===== src/rtl/cb_enq_arb.sv =====
`default_nettype none
// ============================================================================
//  Module   : cb_enq_arb
//  Purpose  : Round-robin arbiter sharing one credit-tracked cb enqueue port
//             among NUM_REQ requesters. Grants are issued only when the cb has
//             a free entry, or when an entry frees up in the same cycle. The
//             granted word reaches the cb one cycle later.
//  Options  : CB_ENQ_ARB_STALL_CNT_EN adds a 16-bit saturating stall_cnt output
//             that counts cycles where a request was blocked by full credits.
//  Revision : 1.0  initial release
// ============================================================================
module cb_enq_arb #(
  parameter int DATA_WIDTH = 32,
  parameter int NUM_REQ    = 4,
  parameter int CB_ENTRIES = 4
) (
  input  logic                          CLK,
  input  logic                          nRST,
  input  logic [NUM_REQ-1:0]            req_valid,
  input  logic [NUM_REQ*DATA_WIDTH-1:0] req_data,
  output logic [NUM_REQ-1:0]            req_ready,
  output logic                          cb_enq_valid,
  output logic [DATA_WIDTH-1:0]         cb_enq_data,
  input  logic                          cb_deq_fire,
`ifdef CB_ENQ_ARB_STALL_CNT_EN
  output logic [15:0]                   stall_cnt,
`endif
  output logic [$clog2(CB_ENTRIES+1)-1:0] occupancy
);

  localparam int PTR_W = $clog2(NUM_REQ);
  localparam int OCC_W = $clog2(CB_ENTRIES+1);

  logic [PTR_W-1:0]      rr_ptr_q, rr_ptr_d;
  logic [OCC_W-1:0]      occ_q, occ_d;
  logic                  enq_valid_q;
  logic [DATA_WIDTH-1:0] enq_data_q, enq_data_d;

  logic                  permit;
  logic                  grant;
  logic [PTR_W-1:0]      grant_idx;
  logic                  deq_eff;

  // A grant may go out while a credit is free, or when the cb is full but an
  // entry leaves in this same cycle.
  assign permit  = (occ_q < OCC_W'(CB_ENTRIES)) ||
                   (cb_deq_fire && (occ_q == OCC_W'(CB_ENTRIES)));
  // A dequeue against an empty cb is ignored so the credit count cannot wrap.
  assign deq_eff = cb_deq_fire && (occ_q != '0);

  // Round-robin search upward from rr_ptr with wrap; one-hot grant output.
  always_comb begin
    int idx;
    grant     = 1'b0;
    grant_idx = '0;
    req_ready = '0;
    idx       = 0;
    if (permit && nRST) begin
      for (int k = 0; k < NUM_REQ; k++) begin
        idx = int'(rr_ptr_q) + k;
        if (idx >= NUM_REQ) idx = idx - NUM_REQ;
        if (!grant && req_valid[idx]) begin
          grant     = 1'b1;
          grant_idx = PTR_W'(idx);
        end
      end
    end
    if (grant) req_ready[grant_idx] = 1'b1;
  end

  // Next-state for pointer, credit count and enqueue data.
  always_comb begin
    rr_ptr_d   = rr_ptr_q;
    occ_d      = occ_q;
    enq_data_d = enq_data_q;
    if (grant) begin
      rr_ptr_d   = (grant_idx == PTR_W'(NUM_REQ-1)) ? '0 : grant_idx + 1'b1;
      enq_data_d = req_data[grant_idx*DATA_WIDTH +: DATA_WIDTH];
    end
    case ({grant, deq_eff})
      2'b10:   occ_d = occ_q + 1'b1;
      2'b01:   occ_d = occ_q - 1'b1;
      default: occ_d = occ_q;
    endcase
  end

  // State registers; reset drops any in-flight enqueue.
  always_ff @(posedge CLK or negedge nRST) begin
    if (!nRST) begin
      rr_ptr_q    <= '0;
      occ_q       <= '0;
      enq_valid_q <= 1'b0;
      enq_data_q  <= '0;
    end else begin
      rr_ptr_q    <= rr_ptr_d;
      occ_q       <= occ_d;
      enq_valid_q <= grant;
      enq_data_q  <= enq_data_d;
    end
  end

  assign cb_enq_valid = enq_valid_q;
  assign cb_enq_data  = enq_data_q;
  assign occupancy    = occ_q;

`ifdef CB_ENQ_ARB_STALL_CNT_EN
  logic [15:0] stall_q, stall_d;

  // Count cycles with a pending request blocked only by full credits.
  always_comb begin
    stall_d = stall_q;
    if ((|req_valid) && !permit && (stall_q != 16'hFFFF))
      stall_d = stall_q + 16'd1;
  end

  // Stall counter register.
  always_ff @(posedge CLK or negedge nRST) begin
    if (!nRST) stall_q <= '0;
    else       stall_q <= stall_d;
  end

  assign stall_cnt = stall_q;
`endif

`ifndef SYNTHESIS
  // Flag a dequeue reported while the cb is known to be empty.
  always_ff @(posedge CLK) begin
    if (nRST) begin
      assert (!(cb_deq_fire && (occ_q == '0)))
        else $error("cb_enq_arb: cb_deq_fire with zero occupancy");
    end
  end
`endif

endmodule
`default_nettype wire


===== config.mk =====
export PLATFORM = sky130hd
export DESIGN_NAME = cb_enq_arb
export DESIGN_NICKNAME = d
export VERILOG_FILES = /design/src/rtl/cb_enq_arb.sv
export SDC_FILE = /design/constraint.sdc
export NUM_CORES = 1
export LEC_CHECK = 0
export CAP_MARGIN = 20
export CORE_MARGIN = 1.5
export CORE_UTILIZATION = 41
export CTS_CLUSTER_DIAMETER = 100
export DETAILED_ROUTE_END_ITERATION = 10
export HOLD_SLACK_MARGIN = 0.02
export PLACE_DENSITY = 0.87
export SLEW_MARGIN = 0
export SYNTH_ARGS = -nofsm -noshare
export SYNTH_HDL_FRONTEND = slang
export SYNTH_SLANG_ARGS = --single-unit

===== constraint.sdc =====
create_clock -name CLK -period 9.5 [get_ports CLK]
set_input_delay 2.85 -clock CLK [delete_from_list [all_inputs] [get_ports CLK]]
set_output_delay 2.85 -clock CLK [all_outputs]
set_load 0.01 [all_outputs]

Word-level counts from Yosys, hierarchy flattened
Cells that the tools add are included.
Cells by class
  add/sub/neg operators: 10
  order comparisons: 11
  equality and inequality tests: 4
  shifts and indexed selects: 1
  mux-type cells: 38
  reductions and logical operators: 13
Operator list (count)
  $mux 32: 8
  $lt 32x4->1 const B: 4
  $shiftx 128x8->32: 1
  $mux 1: 17
  $mux 2: 6
  $sub 3x3->4 const B: 3
  $ge 3x3->1 const B: 3
  $bmux 1 s2: 4
  $logic_and 1x1->1: 7
  $add 2x2->3 const B: 2
  $pmux 3 s2: 1
  $eq 2x2->1 const B: 2
  $mux 4: 1
  $sub 2x3->4 const B: 1
  $add 2x1->3 const B: 1
  $add 3x1->3 const B: 1
  $eq 3x3->1 const B: 1
  $ge 2x3->1 const B: 1
  $logic_not 1->1: 3
  $lt 2x3->1 const B: 1
  $lt 3x3->1 const B: 1
  $reduce_bool 3->1: 1
  $sub 3x1->3 const B: 1
  $add 2x1->2 const B: 1
  5 further kinds: 5
Storage, ports and cells
  bits in registers: 38
  input port bits: 135
  output and inout bits: 40
  logic and storage cells: 81

Longest topological paths before layout
  depth in word-level cells: 27
  mapped depth: 11
  gate-level depth less buffers: 9

Worst setup path before layout
Ideal clock, no wire load.
  path type: input -> output
  from: in req_valid[3]
  to: out req_ready[0]
  data arrival time: 4.319 ns
  slack: 2.331 ns
  cell stages on the path: 8
  path through: nor2b_1 o21a_1 buf_6 clkbuf_1 nor4_1 inv_1 ha_1 and2_1
On the way
  word-level cells in the longest chain between the ends: 22
  elaborated cells between the ends (all ways): 37
  classes of those cells: 2 x order compare; 28 x mux; 7 x reduce/logical
RTL lines
  from (decl): RTL line 19  | input logic [NUM_REQ-1:0] req_valid,
  $bmux 1 s2: RTL line 62  | if (!grant && req_valid[idx]) begin
  $mux 1 (not written as such) (2 in a row): RTL line 62
  $mux 1: RTL line 62
  $mux 1: RTL line 58  | if (permit && nRST) begin
  $logic_not 1->1: RTL line 62
  $logic_and 1x1->1: RTL line 62
  $mux 1: RTL line 62
  $mux 1: RTL line 58
  [... 5 more ...]
  $logic_and 1x1->1: RTL line 62
  $mux 2: RTL line 62
  $mux 2: RTL line 58
  $lt 2x3->1 (not written as such) / $ge 2x1->1 (equally long branches): RTL line 68  | if (grant) req_ready[grant_idx] = 1'b1;
  $logic_and 1x1->1 (not written as such): RTL line 68
  $mux 1 (not written as such): RTL line 68
  $demux 1 s2: RTL line 68
  $mux 4 *: RTL line 68
  to (decl): RTL line 21  | output logic [NUM_REQ-1:0] req_ready,
Mark *: on every way between the ends. The rest lies on a longest branch, timed or not. The select of a mux whose other input is x is not followed.

Worst setup path after layout
  from: in req_valid[1]
  to: out req_ready[1]
Same word-level chain as after synthesis.

==> flow_summary_export.csv <==
group,metric,value,unit
timing,tightest_slew,1090,ps
timing,setup_tns,0,ps
synthesis,yosys_register_bits,38,
floorplan,design.portCount,175,
floorplan,starting_density,0.423,
synthesis,synthArstFlopShare,1.00,
synthesis,yosys_warnings,0,
cts,hold_buffers,0,
worst_setup_path,most_common_cell_type_on_the_critical_path,"sky130_fd_sc_hd__clkdlybuf4s50_1",
cts,clock-sinks,38,
floorplan,die-area,0.00753,mm^2
timing,timing_hold_violations_final,0,
drt,remaining_antenna_violation_count,0,
cts,inserted_clock_buffers,5,
finish,leading_cell_type_in_the_layout_fill_and_taps_excluded,"sky130_fd_sc_hd__clkdlybuf4s50_1",
grt,grt_first_pass_wirelength,15400,um
place,gpl_wtd_cong,0.784,
cts,cts_root_buf,"sky130_fd_sc_hd__clkbuf_8",
floorplan,rows,30,
drt,route.vias.total,3184,
cts,clock_path_buffers,2,
finish,fillers,555,
worst_setup_path,timing.critical_path.cells,"clkdlybuf4s50_1 > nor3b_1 > a211oi_1 > nor3_2 > buf_4 > inv_1 > ha_1 > and2_1 > clkdlybuf4s50_1",
finish,mostFrequentLayoutCells,"sky130_fd_sc_hd__clkdlybuf4s50_1, sky130_fd_sc_hd__dfrtp_1, sky130_fd_sc_hd__nand2_1",
worst_setup_path,timing.critical_path.fanout_max,19,
timing,fmaxAchievable,119,MHz
worst_setup_path,cp-start-kind,"primary input",
synthesis,number_of_flops_mapped_to_enable_cells_by_yosys,0,
synthesis,ys_seq_area_frac,0.331,
timing,worst_clock_skew,7.27,ps
cts,ctsHtreeMaxLevel,2,
worst_setup_path,endpoint_required_time_on_the_critical_path,6650,ps
cts,tritoncts,"built",
synthesis,postSynth.topFlopCell,"sky130_fd_sc_hd__dfrtp_1",
place,place.detailed.hpwl,7320,um
grt,antenna_found_initial,0,
drt,routed_wirelength,9920,um
timing,min_period_over_period,0.887,
pwr,power.leakage,0.00188,uW
status,run_status,"finished, final reports clean",
floorplan,dieWidth,86.8,um
drt,drtIter0Drc,180,
grt,grt_pass1_vias,3301,
cts,clkLatencyLatePin,280,ps
synthesis,postSynthNetCount,453,
worst_setup_path,crit_path_start,"req_valid[1]",
pwr,irDropWorstVdd,0.108,mV
finish,layout.nets,608,
worst_setup_path,slowest_stage,"sky130_fd_sc_hd__nor3_2",
synthesis,synthCells,312,
timing,fin_hold_ws,508,ps
finish,area.growth.synth_to_final,64.0,%
timing,setup_viol_count_final,0,
timing,final_max_slew_viol_count,0,
cts,post_cts_buffers,0,
pwr,power_density,225,mW/mm^2
grt,groute.usage.overall,0.260,
timing,final_period_minus_worst_setup_slack,8420,ps
synthesis,mean_syn_cell_area,9.22,um^2
cts,cts-resized-gates,0,
min_path,worstHoldPathType,"flip-flop to flip-flop",
finish,drive_above_1_share,0.0514,
worst_setup_path,worst_path_arrival_time,5570,ps
place,numPortBuffers,174,
min_path,worst_hold_startpoint,"cb_enq_data[8]$_DFFE_PN0P_",
synthesis,ys_types,33,
grt,grt_start_max_net_pins,39,
drt,detail_route.vias_per_cell,5.66,
pwr,total_power,1060,uW
cts,clkSlewWorstSetupHoldPaths,70,ps
floorplan,fp.dieH,86.8,um
grt,globalRouteOverflowTotal,0,
timing,timing.max_slew.rel_slack,0.272,
worst_setup_path,setup.worst_path.class,"primary input to primary output",
drt,drc_violation_count_after_routing,0,
synthesis,synth.cell_area,0.00288,mm^2
drt,drtPass1Iterations,4,
timing,setup_repair_after_global_routing_missed_its_margin,"false",
worst_setup_path,critPathMaxStageDelay,660,ps
worst_setup_path,end_kind,"primary output",
finish,antenna_cells,0,
worst_setup_path,reg2reg_from,"rr_ptr_q[1]$_DFFE_PN0P_",
drt,post_drt_wl_per_cell,17.6,um
flow_run,timing.max_cap.violations,0,
floorplan,core_area,0.00679,mm^2
==> cell families after synthesis <==
logic type               Yosys count  synth area share
flip-flops                        38             0.331
XOR/XNOR                           3           0.00914
AND/OR/NAND/NOR                   89             0.187
multiplexers                      32             0.111
buffers and inverters             38            0.0665
AO/OA/AOI/OAI                    106             0.267
adder cells (fa/ha/maj)            6            0.0287
==> per-stage QoR <==
| stage | worst slack, ps | utilization | cell area [um^2] | instances |
|---|---|---|---|---|
| after CTS | 1070 | 0.694 | 4720 | 563 |
| after global routing | 854 | 0.694 | 4720 | 563 |
| after floorplan | 2330 | - | 2880 | 312 |
| after detailed placement | 1070 | 0.683 | 4640 | 556 |
| after global placement | 1180 | 0.683 | 4640 | 556 |
| final | 1080 | 0.694 | 4720 | 563 |
==> path summary, 6_finish.rpt <==
| path | slack (ps) | cells after the start | to |
|---|---|---|---|
| max | 1080 | 9 | req_ready[1] |
| min | 510 | 2 | cb_enq_data[8]$_DFFE_PN0P_ |
| max reg2reg | 6670 | 7 | cb_enq_data[22]$_DFFE_PN0P_ |
| min reg2reg | 510 | 2 | cb_enq_data[8]$_DFFE_PN0P_ |
| max in group asynchronous | 6500 | 2 | rr_ptr_q[0]$_DFFE_PN0P_ |
| min in group asynchronous | 2650 | 2 | cb_enq_data[17]$_DFFE_PN0P_ |
==> flip-flops by register name, summed over array words and instances, names as in the netlist <==
name	flops
cb_enq_data	32
occupancy	3
rr_ptr_q	2
cb_enq_valid	1
==> report_power, final <==
| group | internal (uW) | switching (uW) |
|---|---|---|
| sequential | 241 | 54.6 |
| clock | 50.6 | 54.8 |
| combinational | 342 | 318 |
==> cells in the mapped netlist, types with 4 or more instances <==
master | count | area [um^2]
sky130_fd_sc_hd__dfrtp_1 | 38 | 951
sky130_fd_sc_hd__nand2_1 | 37 | 139
sky130_fd_sc_hd__o31a_1 | 33 | 289
sky130_fd_sc_hd__and4_1 | 32 | 280
sky130_fd_sc_hd__mux2i_1 | 32 | 320
sky130_fd_sc_hd__o21ai_0 | 30 | 150
sky130_fd_sc_hd__o211ai_1 | 28 | 210
sky130_fd_sc_hd__clkbuf_1 | 22 | 82.6
sky130_fd_sc_hd__nor2_1 | 7 | 26.3
sky130_fd_sc_hd__buf_2 | 6 | 30.0
sky130_fd_sc_hd__ha_1 | 5 | 62.6
sky130_fd_sc_hd__inv_1 | 5 | 18.8
sky130_fd_sc_hd__o21ai_1 | 5 | 25.0
sky130_fd_sc_hd__and2_1 | 4 | 25.0
sky130_fd_sc_hd__o211ai_2 | 4 | 50.1
==> critical path, delay by kind of cell <==
kind,cells,cell delay (ps)
adders and majority gates,1,170
and+or+nand+nor,3,1030
buffers and inverters,4,1410
AOI/OAI and AO/OA,1,110
==> metal layers <==
layer | GRT usage | share of wire
met3 | 0.0438 | 0.065
met5 | 0 | 0
met2 | 0.474 | 0.51
met1 | 0.296 | 0.39
met4 | 0.117 | 0.029
==> layout make-up <==
cell class | count | area (um^2) | share of cell area
inverter | 6 | 22.5 | 0.00477
timing repair buffer | 180 | 1780 | 0.378
clock buffer | 7 | 76.3 | 0.0162
tap | 96 | 120 | 0.0255
sequential | 38 | 951 | 0.202
multi-input combinational | 236 | 1770 | 0.374
Power figures use the tool's default switching activity.
